[src/rtl/cpu_pkg.sv]
// Shared definitions for the store path: bus mode codes, FSM encoding and
// the source-select validity check.
package cpu_pkg;

  localparam logic [1:0] RW_IDLE = 2'b00;
  localparam logic [1:0] RW_LDR  = 2'b01;
  localparam logic [1:0] RW_STR  = 2'b10;

  typedef enum logic {
    ST_IDLE  = 1'b0,
    ST_WRITE = 1'b1
  } str_state_e;

  function automatic logic is_onehot16(input logic [15:0] v);
    return (v != 16'd0) && ((v & (v - 16'd1)) == 16'd0);
  endfunction

endpackage

[src/rtl/str_path_ctrl_if.sv]
// Store-request handshake plus RAM write bus; master is the controller side.
interface str_path_ctrl_if #(parameter int ADDR_W = 8);

  logic              str_valid;
  logic              str_ready;
  logic [15:0]       strsrcdec;
  logic [ADDR_W-1:0] str_addr;
  logic [ADDR_W-1:0] ram_addr;
  logic [31:0]       ram_wdata;
  logic              ram_we;
  logic [1:0]        rw;
  logic              ram_ack;

  modport master (
    input  str_valid, strsrcdec, str_addr, ram_ack,
    output str_ready, ram_addr, ram_wdata, ram_we, rw
  );

  modport slave (
    output str_valid, strsrcdec, str_addr, ram_ack,
    input  str_ready, ram_addr, ram_wdata, ram_we, rw
  );

endinterface

[src/rtl/str_fifo.sv]
// Request queue: DEPTH entries, full/empty resolved by an extra pointer bit.
module str_fifo #(
  parameter int DEPTH = 4,
  parameter int W     = 40
) (
  input  logic         clk,
  input  logic         reset,
  input  logic         i_push,
  input  logic [W-1:0] i_din,
  input  logic         i_pop,
  output logic [W-1:0] o_dout,
  output logic         o_full,
  output logic         o_empty
);

  localparam int PW = $clog2(DEPTH);

  logic [W-1:0] r_mem [DEPTH];
  logic [PW:0]  r_wr_ptr;
  logic [PW:0]  r_rd_ptr;
  logic         w_do_push;
  logic         w_do_pop;

  assign o_full    = (r_wr_ptr[PW] != r_rd_ptr[PW]) &&
                     (r_wr_ptr[PW-1:0] == r_rd_ptr[PW-1:0]);
  assign o_empty   = (r_wr_ptr == r_rd_ptr);
  assign w_do_push = i_push && !o_full;
  assign w_do_pop  = i_pop && !o_empty;
  assign o_dout    = r_mem[r_rd_ptr[PW-1:0]];

  always_ff @(posedge clk) begin
    if (reset) begin
      r_wr_ptr <= '0;
      r_rd_ptr <= '0;
    end else begin
      if (w_do_push) r_wr_ptr <= r_wr_ptr + 1'b1;
      if (w_do_pop)  r_rd_ptr <= r_rd_ptr + 1'b1;
    end
  end

  always_ff @(posedge clk) begin
    if (w_do_push) r_mem[r_wr_ptr[PW-1:0]] <= i_din;
  end

endmodule

[src/rtl/str_path_ctrl.sv]
// Store path controller: captures register-bank data on accept, queues it and
// sequences single RAM writes with ack timeout.
module str_path_ctrl
  import cpu_pkg::*;
#(
  parameter int ADDR_W  = 8,
  parameter int DEPTH   = 4,
  parameter int ACK_TMO = 16
) (
  input  logic        clk,
  input  logic        reset,
  input  logic [31:0] q0,  input logic [31:0] q1,  input logic [31:0] q2,  input logic [31:0] q3,
  input  logic [31:0] q4,  input logic [31:0] q5,  input logic [31:0] q6,  input logic [31:0] q7,
  input  logic [31:0] q8,  input logic [31:0] q9,  input logic [31:0] q10, input logic [31:0] q11,
  input  logic [31:0] q12, input logic [31:0] q13, input logic [31:0] q14, input logic [31:0] q15,
  str_path_ctrl_if.master bus,
  output logic        busy,
  output logic        err,
  output logic        tmo,
  output logic [15:0] store_cnt
);

  localparam int TMO_W = $clog2(ACK_TMO + 1);
  localparam logic [TMO_W-1:0] TMO_LOAD = TMO_W'(ACK_TMO - 1);

  str_state_e          r_state;
  str_state_e          w_state_nxt;
  logic [ADDR_W-1:0]   r_ram_addr;
  logic [31:0]         r_ram_wdata;
  logic [TMO_W-1:0]    r_tmo_cnt;
  logic [15:0]         r_store_cnt;
  logic                r_err;
  logic                r_tmo;
  logic [31:0]         w_q [16];
  logic [31:0]         w_sel_data;
  logic                w_accept;
  logic                w_sel_ok;
  logic                w_push;
  logic                w_pop;
  logic                w_full;
  logic                w_empty;
  logic                w_ack_done;
  logic                w_tmo_hit;
  logic [ADDR_W+31:0]  w_head;

  assign w_q = '{q0, q1, q2, q3, q4, q5, q6, q7, q8, q9, q10, q11, q12, q13, q14, q15};

  always_comb begin
    w_sel_data = '0;
    for (int i = 0; i < 16; i++) begin
      if (bus.strsrcdec[i]) w_sel_data = w_sel_data | w_q[i];
    end
  end

  assign w_accept = bus.str_valid && bus.str_ready;
  assign w_sel_ok = is_onehot16(bus.strsrcdec);
  assign w_push   = w_accept && w_sel_ok;

  str_fifo #(.DEPTH(DEPTH), .W(ADDR_W + 32)) u_fifo (
    .clk     (clk),
    .reset   (reset),
    .i_push  (w_push),
    .i_din   ({bus.str_addr, w_sel_data}),
    .i_pop   (w_pop),
    .o_dout  (w_head),
    .o_full  (w_full),
    .o_empty (w_empty)
  );

  assign bus.str_ready = !w_full;

  always_ff @(posedge clk) begin
    if (reset) r_state <= ST_IDLE;
    else       r_state <= w_state_nxt;
  end

  always_comb begin
    w_state_nxt = r_state;
    w_pop       = 1'b0;
    w_ack_done  = 1'b0;
    w_tmo_hit   = 1'b0;
    case (r_state)
      ST_IDLE: begin
        if (!w_empty) begin
          w_pop       = 1'b1;
          w_state_nxt = ST_WRITE;
        end
      end
      ST_WRITE: begin
        if (bus.ram_ack) begin
          w_ack_done  = 1'b1;
          w_state_nxt = ST_IDLE;
        end else if (r_tmo_cnt == '0) begin
          w_tmo_hit   = 1'b1;
          w_state_nxt = ST_IDLE;
        end
      end
      default: w_state_nxt = ST_IDLE;
    endcase
  end

  // Timer reloads on every pop and counts down once per ack-less WRITE cycle.
  always_ff @(posedge clk) begin
    if (reset) begin
      r_ram_addr  <= '0;
      r_ram_wdata <= '0;
      r_tmo_cnt   <= '0;
      r_store_cnt <= '0;
      r_err       <= 1'b0;
      r_tmo       <= 1'b0;
    end else begin
      if (w_pop) begin
        {r_ram_addr, r_ram_wdata} <= w_head;
        r_tmo_cnt                 <= TMO_LOAD;
      end else if (r_state == ST_WRITE && !bus.ram_ack && r_tmo_cnt != '0) begin
        r_tmo_cnt <= r_tmo_cnt - 1'b1;
      end
      if (w_ack_done) r_store_cnt <= r_store_cnt + 16'd1;
      r_err <= w_accept && !w_sel_ok;
      r_tmo <= w_tmo_hit;
    end
  end

  assign bus.ram_we    = (r_state == ST_WRITE);
  assign bus.rw        = (r_state == ST_WRITE) ? RW_STR : RW_IDLE;
  assign bus.ram_addr  = r_ram_addr;
  assign bus.ram_wdata = r_ram_wdata;
  assign busy          = (r_state == ST_WRITE);
  assign err           = r_err;
  assign tmo           = r_tmo;
  assign store_cnt     = r_store_cnt;

endmodule

[src/flat_wrapper.sv]
// flat-port wrapper written by rule: the top's interface ports become plain ports
module str_path_ctrl_flat import cpu_pkg::*;
#(
  parameter int ADDR_W  = 8,
  parameter int DEPTH   = 4,
  parameter int ACK_TMO = 16
)
  (clk, reset, q0, q1, q2, q3, q4, q5, q6, q7, q8, q9, q10, q11, q12, q13, q14, q15, busy, err, tmo, store_cnt, bus_str_valid, bus_strsrcdec, bus_str_addr, bus_ram_ack, bus_str_ready, bus_ram_addr, bus_ram_wdata, bus_ram_we, bus_rw);
  str_path_ctrl_if #(.ADDR_W(ADDR_W)) bus_i ();
  input  logic clk;
  input  logic reset;
  input  logic [31:0] q0;
  input logic [31:0] q1;
  input logic [31:0] q2;
  input logic [31:0] q3;
  input  logic [31:0] q4;
  input logic [31:0] q5;
  input logic [31:0] q6;
  input logic [31:0] q7;
  input  logic [31:0] q8;
  input logic [31:0] q9;
  input logic [31:0] q10;
  input logic [31:0] q11;
  input  logic [31:0] q12;
  input logic [31:0] q13;
  input logic [31:0] q14;
  input logic [31:0] q15;
  output logic busy;
  output logic err;
  output logic tmo;
  output logic [15:0] store_cnt;
  input wire logic [$bits(bus_i.str_valid)-1:0] bus_str_valid;
  input wire logic [$bits(bus_i.strsrcdec)-1:0] bus_strsrcdec;
  input wire logic [$bits(bus_i.str_addr)-1:0] bus_str_addr;
  input wire logic [$bits(bus_i.ram_ack)-1:0] bus_ram_ack;
  output wire logic [$bits(bus_i.str_ready)-1:0] bus_str_ready;
  output wire logic [$bits(bus_i.ram_addr)-1:0] bus_ram_addr;
  output wire logic [$bits(bus_i.ram_wdata)-1:0] bus_ram_wdata;
  output wire logic [$bits(bus_i.ram_we)-1:0] bus_ram_we;
  output wire logic [$bits(bus_i.rw)-1:0] bus_rw;
  assign bus_i.str_valid = bus_str_valid;
  assign bus_i.strsrcdec = bus_strsrcdec;
  assign bus_i.str_addr = bus_str_addr;
  assign bus_i.ram_ack = bus_ram_ack;
  assign bus_str_ready = bus_i.str_ready;
  assign bus_ram_addr = bus_i.ram_addr;
  assign bus_ram_wdata = bus_i.ram_wdata;
  assign bus_ram_we = bus_i.ram_we;
  assign bus_rw = bus_i.rw;
  str_path_ctrl #(.ADDR_W(ADDR_W), .DEPTH(DEPTH), .ACK_TMO(ACK_TMO)) u_core (.clk(clk), .reset(reset), .q0(q0), .q1(q1), .q2(q2), .q3(q3), .q4(q4), .q5(q5), .q6(q6), .q7(q7), .q8(q8), .q9(q9), .q10(q10), .q11(q11), .q12(q12), .q13(q13), .q14(q14), .q15(q15), .bus(bus_i), .busy(busy), .err(err), .tmo(tmo), .store_cnt(store_cnt));
endmodule
[config.mk]
export PLATFORM = sky130hd
export DESIGN_NAME = str_path_ctrl_flat
export DESIGN_NICKNAME = d
export VERILOG_FILES = /design/src/rtl/cpu_pkg.sv /design/src/rtl/str_path_ctrl_if.sv /design/src/rtl/str_fifo.sv /design/src/rtl/str_path_ctrl.sv /design/src/flat_wrapper.sv
export SDC_FILE = /design/constraint.sdc
export NUM_CORES = 1
export LEC_CHECK = 0
export CORE_AREA = 2 2 232 234
export CTS_BUF_LIST = sky130_fd_sc_hd__clkbuf_2
export CTS_CLUSTER_SIZE = 8
export DETAILED_ROUTE_END_ITERATION = 12
export DIE_AREA = 0 0 234 236
export HOLD_SLACK_MARGIN = 0.15
export PLACE_DENSITY = 0.55
export SLEW_MARGIN = 25
export SYNTH_ARGS = -nofsm -noshare
export SYNTH_HDL_FRONTEND = slang
export SYNTH_HIERARCHICAL = 1
export SYNTH_SLANG_ARGS = --single-unit
[constraint.sdc]
create_clock -name clk -period 6.5 [get_ports clk]
set_clock_uncertainty 0.15 [all_clocks]
set_input_delay 0.65 -clock clk [delete_from_list [all_inputs] [get_ports clk]]
set_output_delay 0.65 -clock clk [all_outputs]
set_load 0.05 [all_outputs]
After elaboration in Yosys (flattened, before gate mapping):

Memory sizes are Yosys's and may differ from the RTL's. A register that Yosys moved wholly into a read port is not among the register bits.
Index checks and enable logic that the tools add are counted.

* bitwise logic cells: 17
* add/sub/neg operators: 5
* multiplexer cells: 29
* reductions and logical operators: 20
* eq/ne operators: 3

Operators with widths (number)
* 32-bit 2-to-1 mux: 16
* 32-bit OR: 15
* 16-bit by 1-bit adder with 16-bit output (second input constant): 1
* 16-bit AND: 1
* 16-bit zero test: 1
* 16-bit nonzero test: 1
* 16-bit by 1-bit subtractor with 16-bit output (second input constant): 1
* 1-bit logical AND: 9
* 1-bit 2-to-1 mux: 9
* 4-bit 2-to-1 mux: 2
* 3-bit by 1-bit adder with 3-bit output (second input constant): 2
* 5-bit zero test: 1
* 5-bit nonzero test: 1
* 5-bit by 1-bit subtractor with 5-bit output (second input constant): 1
* 1-bit zero test: 4
* 3-bit equality test: 1
* 3-bit OR reduction: 1
* 2-bit equality test: 1
* 2-bit 2-to-1 mux: 1
* 1-bit one-hot mux with 2 select lines: 1
* 2-bit nonzero test: 1
* 2-bit OR reduction: 1
* 1-bit inequality test: 1
* 1-bit inverter: 1

* memory bits (writable): 160
* word-level logic and storage cells: 83
* bits in registers: 30
* output and inout bits: 63
* memories kept: 1

Memory list
* u_core.u_fifo.r_mem: depth 4, bits a word 40, read ports 1, clocked after Yosys merged registers in 1, write ports 1, RTL line str_fifo.sv:18 `logic [W-1:0] r_mem [DEPTH];`

Logic depth before layout (Yosys ltp):

Gate-level depths: netlist of the first run.

* depth in word-level cells: 31
* gate-level depth with buffers: 11
* depth with buffers taken out: 9

Hierarchy:

Netlist of the first run, hierarchy kept.

By module, submodules not included
* str_fifo: cells each 277, instances 1, area each 6336.1 sq um, sequential area each 4964.8 sq um
* str_path_ctrl: cells each 671, instances 1, area each 5268.8 sq um, sequential area each 1281.2 sq um

Worst setup path before layout of the first run:

Ideal clock, no wire load.

* kind: input-to-reg
* start point: in bus_strsrcdec[2]
* end point: mem u_core.u_fifo.r_mem[3][0], enable pin
* setup slack: 1.051 ns
* required time: 5.889 ns
* arrival: 4.838 ns
* cell stages on the path: 8
* cells stage by stage: buf_2 -> or4_4 -> or3_1 -> a211o_1 -> nor3b_1 -> nor4_1 -> nand2_1 -> a31oi_1

* word-level cells in the longest chain between the ends: 8
* elaborated cells between the ends (all ways): 9
* classes of those cells: add/sub: 1; mux: 2; bitwise: 1; reduce/logical: 5

Ends and longest elaborated chain
* start: declaration: RTL line flat_wrapper.sv:33 `input wire logic [$bits(bus_i.strsrcdec)-1:0] bus_strsrcdec;`
* 16-bit by 1-bit subtractor with 16-bit output: RTL line cpu_pkg.sv:15 `return (v != 16'd0) && ((v & (v - 16'd1)) == 16'd0);`
* 16-bit AND: RTL line cpu_pkg.sv:15
* 16-bit zero test: RTL line cpu_pkg.sv:15
* 1-bit logical AND (*): RTL line cpu_pkg.sv:15
* 1-bit logical AND (*): RTL line str_path_ctrl.sv:57 `assign w_push = w_accept && w_sel_ok;`
* via u_core.w_push: RTL line str_path_ctrl.sv:38 `logic w_push;`
* 1-bit logical AND (*): RTL line str_fifo.sv:27 `assign w_do_push = i_push && !o_full;`
* 1-bit 2-to-1 mux (*): RTL line str_fifo.sv:42 `if (w_do_push) r_mem[r_wr_ptr[PW-1:0]] <= i_din;`
* 1-bit 2-to-1 mux (not written as such) (*): RTL line str_fifo.sv:42
* end: declaration: RTL line str_fifo.sv:18

Mark *: on every way through the listed nets, which the timed path passes. The rest lies on a longest branch.

Worst setup path after layout of the first run:

* start point: reg u_core.u_fifo.r_wr_ptr[0]
* end point: out bus_str_ready

* word-level cells in the longest chain between the ends: 3

Ends and longest elaborated chain
* start: declaration: RTL line str_fifo.sv:19 `logic [PW:0] r_wr_ptr;`
* start signal: assignment: RTL line str_fifo.sv:36 `if (w_do_push) r_wr_ptr <= r_wr_ptr + 1'b1;`
* 2-bit equality test: RTL line str_fifo.sv:25 `(r_wr_ptr[PW-1:0] == r_rd_ptr[PW-1:0]);`
* 1-bit logical AND: RTL line str_fifo.sv:24 `assign o_full = (r_wr_ptr[PW] != r_rd_ptr[PW]) &&`
* via u_core.w_full: RTL line str_path_ctrl.sv:40 `logic w_full;`
* 1-bit zero test: RTL line str_path_ctrl.sv:70 `assign bus.str_ready = !w_full;`
* end: declaration: RTL line flat_wrapper.sv:36 `output wire logic [$bits(bus_i.str_ready)-1:0] bus_str_ready;`

The timed path passes the listed nets, and every way through them passes these cells.

==> impl.org, run 1 <==
** Status
- The flow ran to the end, and the final reports show no timing, DRC or antenna violations.

** Floorplan
- Horizontal die dimension :: 234 µm
- Die footprint :: 55200 µm²
- The initial utilization of the core area, before any placement, comes to 21.9%.
- The region available for standard cell placement spans 53100 µm².
- Cell Rows :: 85
- In this run the count of I/O pins placed on the die edge is 603.
- Height of the chip :: 236 µm

** Clock tree
- Clock tree synthesis selected as its root buffer the cell sky130_fd_sc_hd__clkbuf_2.
- The number of clock buffers added by TritonCTS is 56.
- CTS-repair resized insts :: 0
- Clock-pin slew was measured on the worst setup and hold paths at 0.13 ns.
- The clock reaches the later pin of the worst-skew pair after 0.88 ns.
- Number of buffers on the longest clock path :: 3
- TritonCTS built the clock tree.
- Number of clock sinks seen by CTS :: 232
- Buffers added to address setup during post-CTS repair amount to 0.
- Maximum level of the CTS H-tree :: 2

** Min path
- The worst hold path begins at bus_strsrcdec[0].
- Hold Crit Endpoint :: u_core/err
- The worst hold path belongs to the class primary input to register.
- Hold Path Cell Cnt :: 4

** Worst setup path
- Critical path data arrival time :: 3.19 ns
- For this run, the slowest stage of the critical path takes 0.72 ns.
- Bufs and invs on worst path :: 2
- Max stage delay cell, worst path :: sky130_fd_sc_hd__clkdlybuf4s50_1
- The worst setup path is launched from a register.
- Cell breakdown of the critical path :: xnor2_1 -> nand2_1 -> nor2_1 -> inv_1 -> clkdlybuf4s50_1
- Cell family with most CP delay :: buffers and inverters
- The critical path is of the register to output port type.
- Of all nets on the critical path, the largest fanout is 8.
- Endpoint class of the critical path :: output port
- Startpoint of the worst-slack reg-to-reg timing path :: u_core/u_fifo/r_wr_ptr[0]
- For the worst flop-to-flop path, the logic depth is 8.
- Flop-to-flop setup slack :: 2.86 ns
- Data on the critical path is required at its endpoint by 5.70 ns.

** Synth
- Synthesis produced a netlist with a net count of 1495.
- Synthesis produced 948 cells.
- Syn Area/Cell :: 12.2 µm²
- Syn. warnings :: 6
- Among all flip-flop cells after synthesis, the most frequent one is sky130_fd_sc_hd__edfxtp_1.
- After synthesis, the share of flip-flops with an asynchronous set or reset is 0%.
- Cell area after synthesis :: 11600 µm²
- Count of distinct cell types in the synthesized netlist :: 47
- Sequential share of the synthesized area :: 53.8%
- The synthesized design contains 160 enable-type register cells.
- After synthesis the netlist holds a flip-flop and latch count of 232.

** Global route
- Wire length of the first global-routing pass :: 93.1 mm
- Global routing consumed, over all layers together, 24.0% of the routing resources.
- Via count of the first global-routing pass :: 12200
- Global routing finished with a remaining overflow of 0.
- Antenna violations before repair :: 35
- Pin count of the biggest net entering global routing :: 75

** Placement
- Port Buf Inserts :: 601
- Detailed placer's ending HPWL :: 52.3 mm
- Post-placement cell area :: 18200 µm²
- At the end of routability-driven placement, the weighted congestion stood at 0.920.

** Flow run
- Max-capacitance violation count :: 0

** STA
- The count of final max-slew check failures came to 0.
- Maximum operating frequency :: 0.251 GHz
- Period utilisation layout :: 61.4%
- After layout, the minimum clock period comes to 3.99 ns.
- Setup violations remaining at the end of the flow were counted as 0.
- Sum Neg Setup Slack :: 0 ns
- Hold Vio Cnt, Final :: 0
- Actual slew at the worst max-slew pin :: 1.03 ns
- Setup repair after global routing left no endpoint under its margin.
- Relative slew slack :: 31.1%

** Power and ir drop
- Peak supply drop :: 0.000108 V
- Dividing total power by cell area gives a power density of 187 nW/µm².
- Total leakage power :: 0.00642 µW

** Detailed routing
- The count of nets left with antenna violations once routing finished came out at 0.
- After detailed routing, the total wire length is 68.5 mm.
- In the final routed layout, each cell accounts on average for 29.9 µm.
- After detailed routing, the number of remaining DRC violations is 0.
- Number of vias per cell :: 5.13
- The first routing iteration left 1055 violations.
- Count of vias placed by the detailed router :: 11800
- The first detailed-routing pass took 5 iterations.

** Cells and area
- Layout Area Growth over Synthesis :: 61.7%
- Final instance area :: 18800 µm²
- After the last flow step, the layout net total stands at 2077.
- Share of post-route cells with drive strength above 1 :: 11.1%
-- worst min-delay path, delay by kind of cell --
family / cells / cell delay, ns
buffers and inverters: 1 / 0.14
AO/OA/AOI/OAI: 2 / 0.38
AND/OR/NAND/NOR: 1 / 0.07
-- worst max-delay path by stage --
stage	cells after the start	slack, ns	start	endpoint
2_1_floorplan	8	1.05	bus_strsrcdec[2]	u_core/u_fifo/r_mem[3][0]
3_5_place_dp	11	2.11	bus_strsrcdec[1]	u_core/u_fifo/r_mem[2][21]
3_3_place_gp	11	1.86	bus_strsrcdec[1]	u_core/u_fifo/r_mem[0][19]
6_report	5	2.51	u_core/u_fifo/r_wr_ptr[0]	bus_str_ready
4_1_cts	8	2.44	u_core/u_fifo/r_wr_ptr[0]	register
5_1_grt	5	2.28	u_core/u_fifo/r_rd_ptr[0]	bus_str_ready
-- synthesized netlist by cell type (all sizes together) (3+ instances only) --
| master | count | area [µm²] |
|---|---|---|
| xor2 | 11 | 96.3 |
| nand2 | 96 | 360 |
| and4 | 3 | 26.3 |
| o21ai | 11 | 55.1 |
| o211ai | 6 | 45.0 |
| nand4 | 36 | 225 |
| nor3 | 6 | 30.0 |
| nor2 | 16 | 60.1 |
| clkbuf | 81 | 318 |
| mux4 | 40 | 901 |
| edfxtp | 160 | 4800 |
| a21oi | 51 | 255 |
| a31oi | 4 | 25.0 |
| inv | 9 | 33.8 |
| dfxtp | 72 | 1440 |
| or3 | 6 | 37.5 |
| a22o | 128 | 1120 |
| a211o | 3 | 27.5 |
| nand3 | 9 | 45.0 |
| or4 | 4 | 33.8 |
| nor4b | 3 | 26.3 |
| nor3b | 5 | 37.5 |
| nor4 | 6 | 37.5 |
| and2 | 3 | 18.8 |
| buf | 16 | 103 |
| a221oi | 128 | 1120 |
| xnor2 | 11 | 96.3 |
| ha | 7 | 87.6 |
-- cells by family after synthesis --
group | after synthesis | share of synthesized area [%]
flops | 232 | 53.8
compound gates | 336 | 23.2
simple gates | 201 | 8.61
buf+inv | 107 | 3.95
other cells | 1 | 0.0323
mux | 40 | 7.76
fa+ha+maj | 9 | 0.927
xor+xnor | 22 | 1.66
-- repair_timing --
action / 4_1_cts / 5_1_grt
hold endpoints to repair: 15 / 0
endpoints found under the setup margin: 0 / 0
hold buffers: 2 / 0
-- metal layers --
metal | up-vias | part of all wire (%) | global-route usage, %
met1 | 5830 | 39 | 29.6
met4 | 18 | 2.7 | 8.17
li1 | 5167 | - | -
met5 | - | 0.18 | 0
met2 | 637 | 50 | 41.0
met3 | 106 | 8.0 | 5.36
-- per-stage QoR --
step / utilization [%] / hold slack (ns) / setup slack [ns] / instances / power (µW)
after CTS: 35.3 / 0.150 / 2.44 / 2274 / 3550
after global routing: 35.3 / 0.178 / 2.28 / 2289 / 3670
after global placement: 34.2 / 0.292 / 1.86 / 2166 / 2550
after detailed placement: 34.2 / 0.299 / 2.11 / 2166 / 2550
final: 35.4 / 0.262 / 2.51 / 2293 / 3510
after floorplan: - / 0.308 / 1.05 / 948 / 2030
-- power by group --
| part | internal [µW] | switching (µW) | leakage (µW) |
|---|---|---|---|
| registers | 1590 | 58.2 | 0.00222 |
| logic | 474 | 405 | 0.00379 |
| clock network | 382 | 606 | 0.000402 |
-- flip-flops by register name, indices dropped and copies added (netlist names), named ones only --
| name | flops |
|---|---|
| u_core/u_fifo/r_rd_ptr | 3 |
| u_core/r_tmo_cnt | 5 |
| u_core/bus.ram_addr | 8 |
| u_core/tmo | 1 |
| u_core/err | 1 |
| u_core/bus.ram_wdata | 32 |
| u_core/u_fifo/r_mem | 160 |
| u_core/store_cnt | 16 |
| u_core/u_fifo/r_wr_ptr | 3 |
| u_core/bus.ram_we | 1 |
-- layout by cell type, fill, tap and decap left out, types with 3 or more instances in the layout --
cell and n:
sky130_fd_sc_hd__clkbuf_2 80, sky130_fd_sc_hd__a31oi_1 3, sky130_fd_sc_hd__clkinv_2 5, sky130_fd_sc_hd__ha_1 7
sky130_fd_sc_hd__inv_1 9, sky130_fd_sc_hd__mux4_2 40, sky130_fd_sc_hd__xnor2_1 11, sky130_fd_sc_hd__nor4b_1 3
sky130_fd_sc_hd__and2_4 3, sky130_fd_sc_hd__a22o_1 128, sky130_fd_sc_hd__and4_1 3, sky130_fd_sc_hd__nor3b_1 5
sky130_fd_sc_hd__clkdlybuf4s50_1 584, sky130_fd_sc_hd__nor2_1 16, sky130_fd_sc_hd__diode_2 19, sky130_fd_sc_hd__a21oi_1 51
sky130_fd_sc_hd__a221oi_1 128, sky130_fd_sc_hd__clkinv_1 17, sky130_fd_sc_hd__nand4_1 36, sky130_fd_sc_hd__edfxtp_1 160
sky130_fd_sc_hd__nand2_1 96, sky130_fd_sc_hd__nand3_1 9, sky130_fd_sc_hd__nor4_1 6, sky130_fd_sc_hd__xor2_1 11
sky130_fd_sc_hd__o21ai_0 11, sky130_fd_sc_hd__buf_4 19, sky130_fd_sc_hd__or4_1 3, sky130_fd_sc_hd__o211ai_1 6
sky130_fd_sc_hd__or3_1 6, sky130_fd_sc_hd__dfxtp_1 70, sky130_fd_sc_hd__buf_2 16, sky130_fd_sc_hd__nor3_1 6
-- cell type report --
class                           instances  area (µm²)
Timing Repair Buffer                  621        6090
Clock buffer                           80         400
Inverter                               10        37.5
Tap cell                              696         871
Fill cell                            5351       34300
Multi-Input combinational cell        609        4930
Antenna cell                           19        47.5
Sequential cell                       232        6250
Clock inverter                         26         139
Power figures use the tool's default switching activity.
==> run 2, diff against run 1 <==
==> constraint.sdc (replaced) <==
create_clock -name clk -period 4.05 [get_ports clk]
set_clock_uncertainty 0.15 [all_clocks]
set_input_delay 0.405 -clock clk [delete_from_list [all_inputs] [get_ports clk]]
set_output_delay 0.405 -clock clk [all_outputs]
set_load 0.05 [all_outputs]
==> run 2 against run 1 <==
Sequential power up 61%; combinational power up 64%; register-to-register slack worse by 1.9 ns; critical path type is now primary input to register; die area unchanged; cell area up 2.2%; final cell count up 1.4%; clock-buffer cell count up 5; utilization up 0.77 points; non-clock buffer count up 42; largest cell class is now buffers.
==> impl.org, run 2 (synthesis results as in run 1) <==
** Status
- Run status :: completed

** Cells and area
- The number of flip-flops in the largest register was 160 (unchanged).
- The number of filler cells placed in the layout is 5395 (+0.82%).
- Leading cell type in the layout, fill and taps excluded :: sky130_fd_sc_hd__clkdlybuf4s50_1
- The fraction of final layout cells with drive strength greater than 1 came to 11.5% (+0.42 points).
- Final instance area :: 19200 µm² (+2.2%)
- Relative to the synthesized area, the layout overhead comes to 65.2%.
- The final-stage net count came to 2118 (+2.0%).
- In the layout the commonest cells are sky130_fd_sc_hd__clkdlybuf4s50_1 (584), sky130_fd_sc_hd__edfxtp_1 (160), sky130_fd_sc_hd__a22o_1 (128), sky130_fd_sc_hd__a221oi_1 (128), sky130_fd_sc_hd__nand2_1 (96).
- Core Util, Final :: 36.1% (+0.77 points)

** Floorplan
- The floorplan die area came to 55200 µm² (unchanged).
- The height of the chip is 236 µm (unchanged).
- The count of pins on the block boundary came to 603 (unchanged).
- The placeable core region was 53100 µm² (unchanged).
- The width of the chip was 234 µm (unchanged).
- Initial Util :: 21.9% (unchanged)
- Cell Rows :: 85 (unchanged)

** Min path
- Hold Path Class :: primary input to register
- The worst hold path begins at q11[24].
- Hold Path Cell Cnt :: 3 (-1)
- The worst hold path terminates at u_core/u_fifo/r_mem[3][24].

** Clock tree
- Number of clock sinks seen by CTS :: 232 (unchanged)
- CTS buffer count :: 55 (-1.8%)
- Clock tree from TritonCTS :: done
- Maximum level of the CTS H-tree :: 2 (unchanged)
- Clock edge transition at the registers on the reported setup and hold paths :: 0.10 ns (-0.03 ns)
- CTS placed an instance of sky130_fd_sc_hd__clkbuf_2 at the clock tree root.
- Post-CTS Setup Repair Bufs :: 0 (unchanged)
- Worst skew pair latency :: 0.89 ns (about the same)
- The maximum buffer depth of the clock tree was 3 (unchanged).

** STA
- The routed design could run at a clock period as short as 3.93 ns.
- The count of final max-slew check failures came to 0 (unchanged).
- Based on the critical path, the design can be clocked at up to 0.254 GHz.
- The transition time of the tightest slew-check pin is 0.911 ns (-0.122 ns).
- Number of setup violations in the final report :: 0 (unchanged)
- Relative slew slack :: 39.3% (+8.2 points)
- Period utilisation layout :: 97.0%
- The final hold violation count came to 0 (unchanged).
- Unrepaired setup endpoints after global routing :: false
- The final sum of negative setup slack came to 0 ns (unchanged).

** Worst setup path
- The worst setup path is captured at a register.
- Required time worst endpoint :: 4.41 ns (-1.29 ns)
- Cell depth of the worst flop-to-flop path :: 11 (+3)
- Largest fanout of any net on the critical path :: 32 (+24)
- Cell family with most CP delay :: buffers and inverters
- The number of buffer and inverter instances along the worst setup path is 7 (+5).
- STA classifies the critical path startpoint as a primary input.
- Cell breakdown of the critical path :: dlygate4sd3_1 -> buf_2 -> or4_1 -> dlygate4sd3_1 -> nor3_2 -> o21ai_0 -> dlygate4sd3_1 -> o41a_1 -> nor4_2 -> buf_4 -> inv_1 -> a31oi_1 -> and2_2 -> buf_12
- The critical path arrival was 4.29 ns (+1.10 ns).
- The most numerous cell type found on the critical path is sky130_fd_sc_hd__dlygate4sd3_1.
- In this run the critical register-to-register path is captured at u_core/u_fifo/r_mem[0][8].
- Worst Setup Path Type :: primary input to register
- On the critical path, the stage with the largest delay is an instance of sky130_fd_sc_hd__dlygate4sd3_1.
- The worst setup slack for register-to-register paths is 0.96 ns (-1.90 ns).
- CP peak stage delay :: 0.58 ns (-0.14 ns)
- CP startpoint :: bus_strsrcdec[8]
- The startpoint identified for the worst register-to-register timing path is u_core/u_fifo/r_wr_ptr[0].

** Global route
- The remaining global-route overflow was 0 (unchanged).
- The largest net degree at the start of global routing came to 75 (unchanged).
- Antenna violations before repair :: 38 (+8.6%)
- The first-pass GRT wire length is 92.5 mm (-0.61%).
- The combined global-route utilization of all metal layers came to 23.9% (-0.16 points).
- The number of global-route vias before repair came to 12100 (-0.34%).

** Detailed routing
- DRC violation count after routing :: 0 (unchanged)
- Initial DRC count :: 825 (-22%)
- Total Wirelength :: 68.4 mm (-0.13%)
- DRT antenna net count :: 0 (unchanged)
- The routed via count divided by cell count is 5.15 (+0.35%).
- The count of vias placed by the detailed router came to 12000 (+1.7%).
- The number of optimization iterations in the first detailed-route pass was 5 (unchanged).
- The average routed wire per standard cell came to 29.4 µm (-1.5%).

** Power and ir drop
- Gate power share :: 25.8% (+0.8 points)
- Clock power frac :: 26.8% (-1.3 points)
- Internal Dissipation :: 3890 µW (+59%)
- The leakage power was 0.00658 µW (+2.4%).
- The total design power was 5570 µW (+59%).
- The relative contribution of sequential cells to total power is 47.3% (+0.5 points).
- The maximum VDD drop came to 0.000150 V (+38%).
- The power density normalized to cell area is 291 nW/µm² (+55%).
- The proportion of total power due to net switching is 30.2% (-0.29 points).
- Power dissipated by switching net loads :: 1680 µW (+57%)

** Placement
- Detailed placer's ending HPWL :: 53.2 mm (+1.8%)
- Weighted congestion at the end of routability-driven global placement :: 0.931 (+1.2%)
- The post-detailed-placement cell area came to 18300 µm² (+0.60%).
- The number of buffers inserted by port buffering is 601 (unchanged).

** Flow run
- The count of maximum capacitance violations is 0 (unchanged).
run 2: changes by cell type in the layout (fill, tap and decap cells not counted), moves of 4 or more:
cell / delta
sky130_fd_sc_hd__diode_2: -7
sky130_fd_sc_hd__dlygate4sd3_1: +34
sky130_fd_sc_hd__clkinv_1: -5
sky130_fd_sc_hd__buf_12: +4
sky130_fd_sc_hd__clkbuf_2: +5
run 2: stage by stage:
step	std cells	setup slack [ns]	hold WS, ns
floorplan	948	0.147	0.308
global placement	2174	0.375	0.296
detailed placement	2174	0.395	0.300
CTS	2311	0.0878	0.151
global route	2321	0.0615	0.178
finish	2324	0.120	0.222
run 2: worst max path at each step:
stage / end / slack, ns / cells after the start
6_report: u_core/u_fifo/r_mem[0][8] / 0.12 / 14
5_1_grt: bus_str_ready / 0.06 / 5
2_1_floorplan: u_core/u_fifo/r_mem[3][0] / 0.15 / 8
4_1_cts: u_core/u_fifo/r_mem[2][8] / 0.09 / 14
3_5_place_dp: u_core/u_fifo/r_mem[2][33] / 0.39 / 11
3_3_place_gp: u_core/u_fifo/r_mem[2][28] / 0.37 / 11
run 2: tightest hold or removal path: stages:
cell,delay [ns]
sky130_fd_sc_hd__clkdlybuf4s50_1,0.45
sky130_fd_sc_hd__a221oi_1,0.08
sky130_fd_sc_hd__nand4_1,0.15
run 2: repair_timing:
action                                  CTS  global route
endpoints found under the setup margin    0           112
hold buffers                             35             1
gates resized for setup                   0             3
endpoints found under the hold margin   139             2
run 2: routing by layer:
| metal | track usage (%) | vias up | wire [µm] |
|---|---|---|---|
| met3 | 6.27 | 112 | 5510 |
| met5 | 0 | - | 189 |
| li1 | - | 5242 | - |
| met4 | 6.90 | 30 | 1720 |
| met1 | 29.8 | 5960 | 27700 |
| met2 | 40.2 | 615 | 33300 |
run 2: final cells by class:
type / instances / area, µm² / area share [%]
multi-input cells: 609 / 4930 / 25.7
clock inverters: 17 / 76.3 / 0.398
clock buffers: 85 / 425 / 2.22
repair buffers: 663 / 6540 / 34.1
well taps: 696 / 871 / 4.54
flip-flops and latches: 232 / 6250 / 32.6
inverters: 10 / 37.5 / 0.196
diodes: 12 / 30.0 / 0.157
run 2: power by group through the flow:
| stage | Sequential, µW | Clock [µW] | Combinational (µW) |
|---|---|---|---|
| after floorplan | 2690 | 0 | 571 |
| after global placement | 2700 | 0 | 1400 |
| after detailed placement | 2700 | 0 | 1400 |
| after CTS | 2640 | 1550 | 1430 |
| after global routing | 2650 | 1680 | 1500 |
| final | 2640 | 1500 | 1440 |
==> run 3, diff against run 2 <==
==> constraint.sdc (replaced) <==
create_clock -name clk -period 4.05 [get_ports clk]
set_clock_uncertainty 0.15 [all_clocks]
set_input_delay 0.405 -clock clk [delete_from_list [all_inputs] [get_ports clk]]
set_output_delay 0.405 -clock clk [all_outputs]
set_load 0.005 [all_outputs]
==> run 3 against run 2 <==
Clock-buffer cell count fell by 3; global-route usage about the same; worst hold slack improved by 0.023 ns; critical path depth down 1; cell area up 0.16%; wire length shrank 0.92%; total power shrank 1.7%; sequential power about the same; highest routed layer unchanged; maximum frequency grew 5.1%.
==> impl.org, run 3 (synthesis results as in run 1) <==
** Status
- The flow ran to the end, and the final reports show no timing, DRC or antenna violations.

** Power and ir drop
- Gate power share :: 24.8% (-1.0 points)
- Sw Ratio :: 29.0% (-1.1 points)
- The internal power is 3890 µW (-0.10%).
- The switching power is 1590 µW (-5.4%).
- Peak supply drop :: 0.000140 V (-6.6%)
- The power density normalized to cell area is 285 nW/µm² (-1.8%).
- Total leakage power :: 0.00660 µW (+0.42%)
- The power share of the clock group was 27.1% (+0.3 points).
- Flop pwr share :: 48.1% (+0.8 points)

** Floorplan
- Die footprint :: 55200 µm² (unchanged)
- The starting density of the core is 21.9% (unchanged).
- The height of the chip was 236 µm (unchanged).
- Core area :: 53100 µm² (unchanged)
- Total I/O pin count :: 603 (unchanged)
- Horizontal die dimension :: 234 µm (unchanged)
- Cell Rows :: 85 (unchanged)

** Cells and area
- Final net count :: 2124 (+0.28%)
- Final Non-Filler Cells :: 2329 (+0.22%)
- The number of filler cells placed in the layout is 5281 (-2.1%).
- The storage element area was 6250 µm² (unchanged).
- The library cell used most frequently in the layout, excluding fill and tap cells, is sky130_fd_sc_hd__clkdlybuf4s50_1.
- From synthesis to final layout, the design area changed by 65.4%.
- The area taken by multi-input logic gates is 4920 µm² (-0.23%).
- The number of flip-flops in the largest register was 160 (unchanged).
- In the layout the commonest cells are sky130_fd_sc_hd__clkdlybuf4s50_1 (584), sky130_fd_sc_hd__edfxtp_1 (160), sky130_fd_sc_hd__a22o_1 (128), sky130_fd_sc_hd__a221oi_1 (128), sky130_fd_sc_hd__nand2_1 (96).
- The fraction of final layout cells with drive strength greater than 1 is 11.4% (-0.10 points).

** Detailed routing
- Total Wirelength :: 67.7 mm (-0.92%)
- The routed via count divided by cell count came to 5.13 (-0.22%).
- Routed length per instance :: 29.1 µm (-1.1%)
- Initial DRC count :: 969 (+17%)
- DRC violation count after routing :: 0 (unchanged)
- Detailed-routing iteration count for the pre-antenna-repair pass :: 5 (unchanged)
- DRT antenna net count :: 0 (unchanged)
- The count of vias placed by the detailed router came to 12000 (-0.0084%).

** Placement
- The final weighted congestion in routability-driven placement is 0.915 (-1.7%).
- The number of buffers inserted by port buffering came to 601 (unchanged).
- The cell total after placement was 2176 (+0.092%).
- The HPWL reported at the end of detailed placement was 52.8 mm (-0.87%).

** Global route
- Wire length of the first global-routing pass :: 92.4 mm (-0.15%)
- The remaining global-route overflow is 0 (unchanged).
- Pin count of the biggest net entering global routing :: 75 (unchanged)
- The combined global-route utilization of all metal layers is 23.8% (about the same).
- The number of global-route vias before repair came to 12200 (+0.60%).
- Antenna violations before repair :: 37 (-2.6%)

** Worst setup path
- Nature of the critical path startpoint :: primary input
- Largest fanout of any net on the critical path :: 15 (-53%)
- Required time worst endpoint :: 4.42 ns (about the same)
- The critical path arrival was 4.11 ns (-0.18 ns).
- Worst Setup Path Type :: primary input to register
- STA classifies the critical path endpoint as a register.

** STA
- The count of final max-slew check failures is 0 (unchanged).
- Sum Neg Setup Slack :: 0 ns (unchanged)
- The maximum frequency from static timing analysis is 0.267 GHz (+5.1%).
- Actual slew at the worst max-slew pin :: 0.858 ns (-0.0534 ns)
- The part of the cycle the worst path needs came to 92.4% (-4.7 points).
- Setup repair after global routing left no endpoint under its margin.
- The final hold violation count came to 0 (unchanged).
- Clock period minus final worst setup slack :: 3.74 ns (-0.190 ns)
- The headroom to the max-slew limit was 42.8% (+3.6 points).
- Number of setup violations in the final report :: 0 (unchanged)

** Clock tree
- Number of buffers on the longest clock path :: 3 (unchanged)
- Clock tree from TritonCTS :: done
- Worst skew pair latency :: 0.88 ns (about the same)
- The tree is rooted in a sky130_fd_sc_hd__clkbuf_2.
- The number of buffers added by the clock tree synthesis step came to 56 (+1.8%).
- Maximum level of the CTS H-tree :: 2 (unchanged)
- Number of clock sinks seen by CTS :: 232 (unchanged)
- CTS-repair resized insts :: 0 (unchanged)
- The clock input transition at the sequential cells of the worst setup and hold paths is 0.10 ns (about the same).

** Min path
- Hold Path Class :: primary input to register

** Flow run
- Max-capacitance violation count :: 0 (unchanged)
## run 3: changes by cell type in the layout (fill, tap and decap cells not counted), moves of 2 or more
cell	change
sky130_fd_sc_hd__buf_4	+3
sky130_fd_sc_hd__clkbuf_2	-3
sky130_fd_sc_hd__clkinv_1	+2
sky130_fd_sc_hd__dlygate4sd3_1	+3
## run 3: power by group through the flow
stage | logic, µW | registers [µW] | clock network, µW
2_1_floorplan | 560 | 2620 | 0
3_3_place_gp | 1320 | 2700 | 0
3_5_place_dp | 1320 | 2700 | 0
4_1_cts | 1360 | 2640 | 1550
5_1_grt | 1430 | 2650 | 1670
6_report | 1360 | 2630 | 1480
## run 3: what timing repair did
| action | CTS | global route |
|---|---|---|
| buffers inserted | 0 | 0 |
| endpoints found under the hold margin | 159 | 0 |
| endpoints found under the setup margin | 0 | 0 |
| hold buffers | 39 | 0 |
## run 3: layout make-up
class	instances	area share, %
multi-input cells	609	25.6
clock buffers	82	2.14
flip-flops and latches	232	32.6
repair buffers	668	34.3
diodes	11	0.143
inverters	10	0.196
clock inverters	21	0.489
well taps	696	4.54
## run 3: through the flow
stage / utilization, % / hold slack, ns / power (µW) / setup WS, ns / cell area (µm²)
finish: 36.2 / 0.245 / 5480 / 0.309 / 19200
global route: 36.2 / 0.163 / 5760 / 0.218 / 19200
CTS: 36.1 / 0.152 / 5550 / 0.425 / 19200
detailed placement: 34.4 / 0.299 / 4020 / 0.434 / 18300
global placement: 34.4 / 0.297 / 4020 / 0.415 / 18300
floorplan: - / 0.303 / 3180 / 0.147 / 11600
## run 3: worst paths after layout
path                              from                    endpoint  slack [ns]  cells past startpoint
max                   bus_strsrcdec[7]   u_core/u_fifo/r_mem[2][8]        0.31                     13
min                             q7[21]  u_core/u_fifo/r_mem[3][21]        0.25                      3
max reg2reg  u_core/u_fifo/r_wr_ptr[0]   u_core/u_fifo/r_mem[2][8]        0.99                     11
min reg2reg    u_core/bus.ram_wdata[1]     u_core/bus.ram_wdata[1]        0.31                      2
## run 3: critical path, cell delays in order
cell and delay, ns:
sky130_fd_sc_hd__dlygate4sd3_1 0.54, sky130_fd_sc_hd__buf_2 0.13, sky130_fd_sc_hd__or4_1 0.47, sky130_fd_sc_hd__nor3_1 0.27, sky130_fd_sc_hd__xor2_1 0.11, sky130_fd_sc_hd__dlygate4sd3_1 0.57
sky130_fd_sc_hd__o41a_1 0.34, sky130_fd_sc_hd__nor4_1 0.32, sky130_fd_sc_hd__buf_4 0.21, sky130_fd_sc_hd__inv_1 0.05, sky130_fd_sc_hd__a31oi_1 0.21, sky130_fd_sc_hd__and2_2 0.22
sky130_fd_sc_hd__buf_4 0.26
## run 3: layer usage
metal  up-vias  wire length [µm]  GRT usage (%)
met3       111              6150           6.18
met4        28              1610           6.44
li1       5244                 -              -
met2       713             32800           39.8
met5         -               193              0
met1      5862             27000           30.4
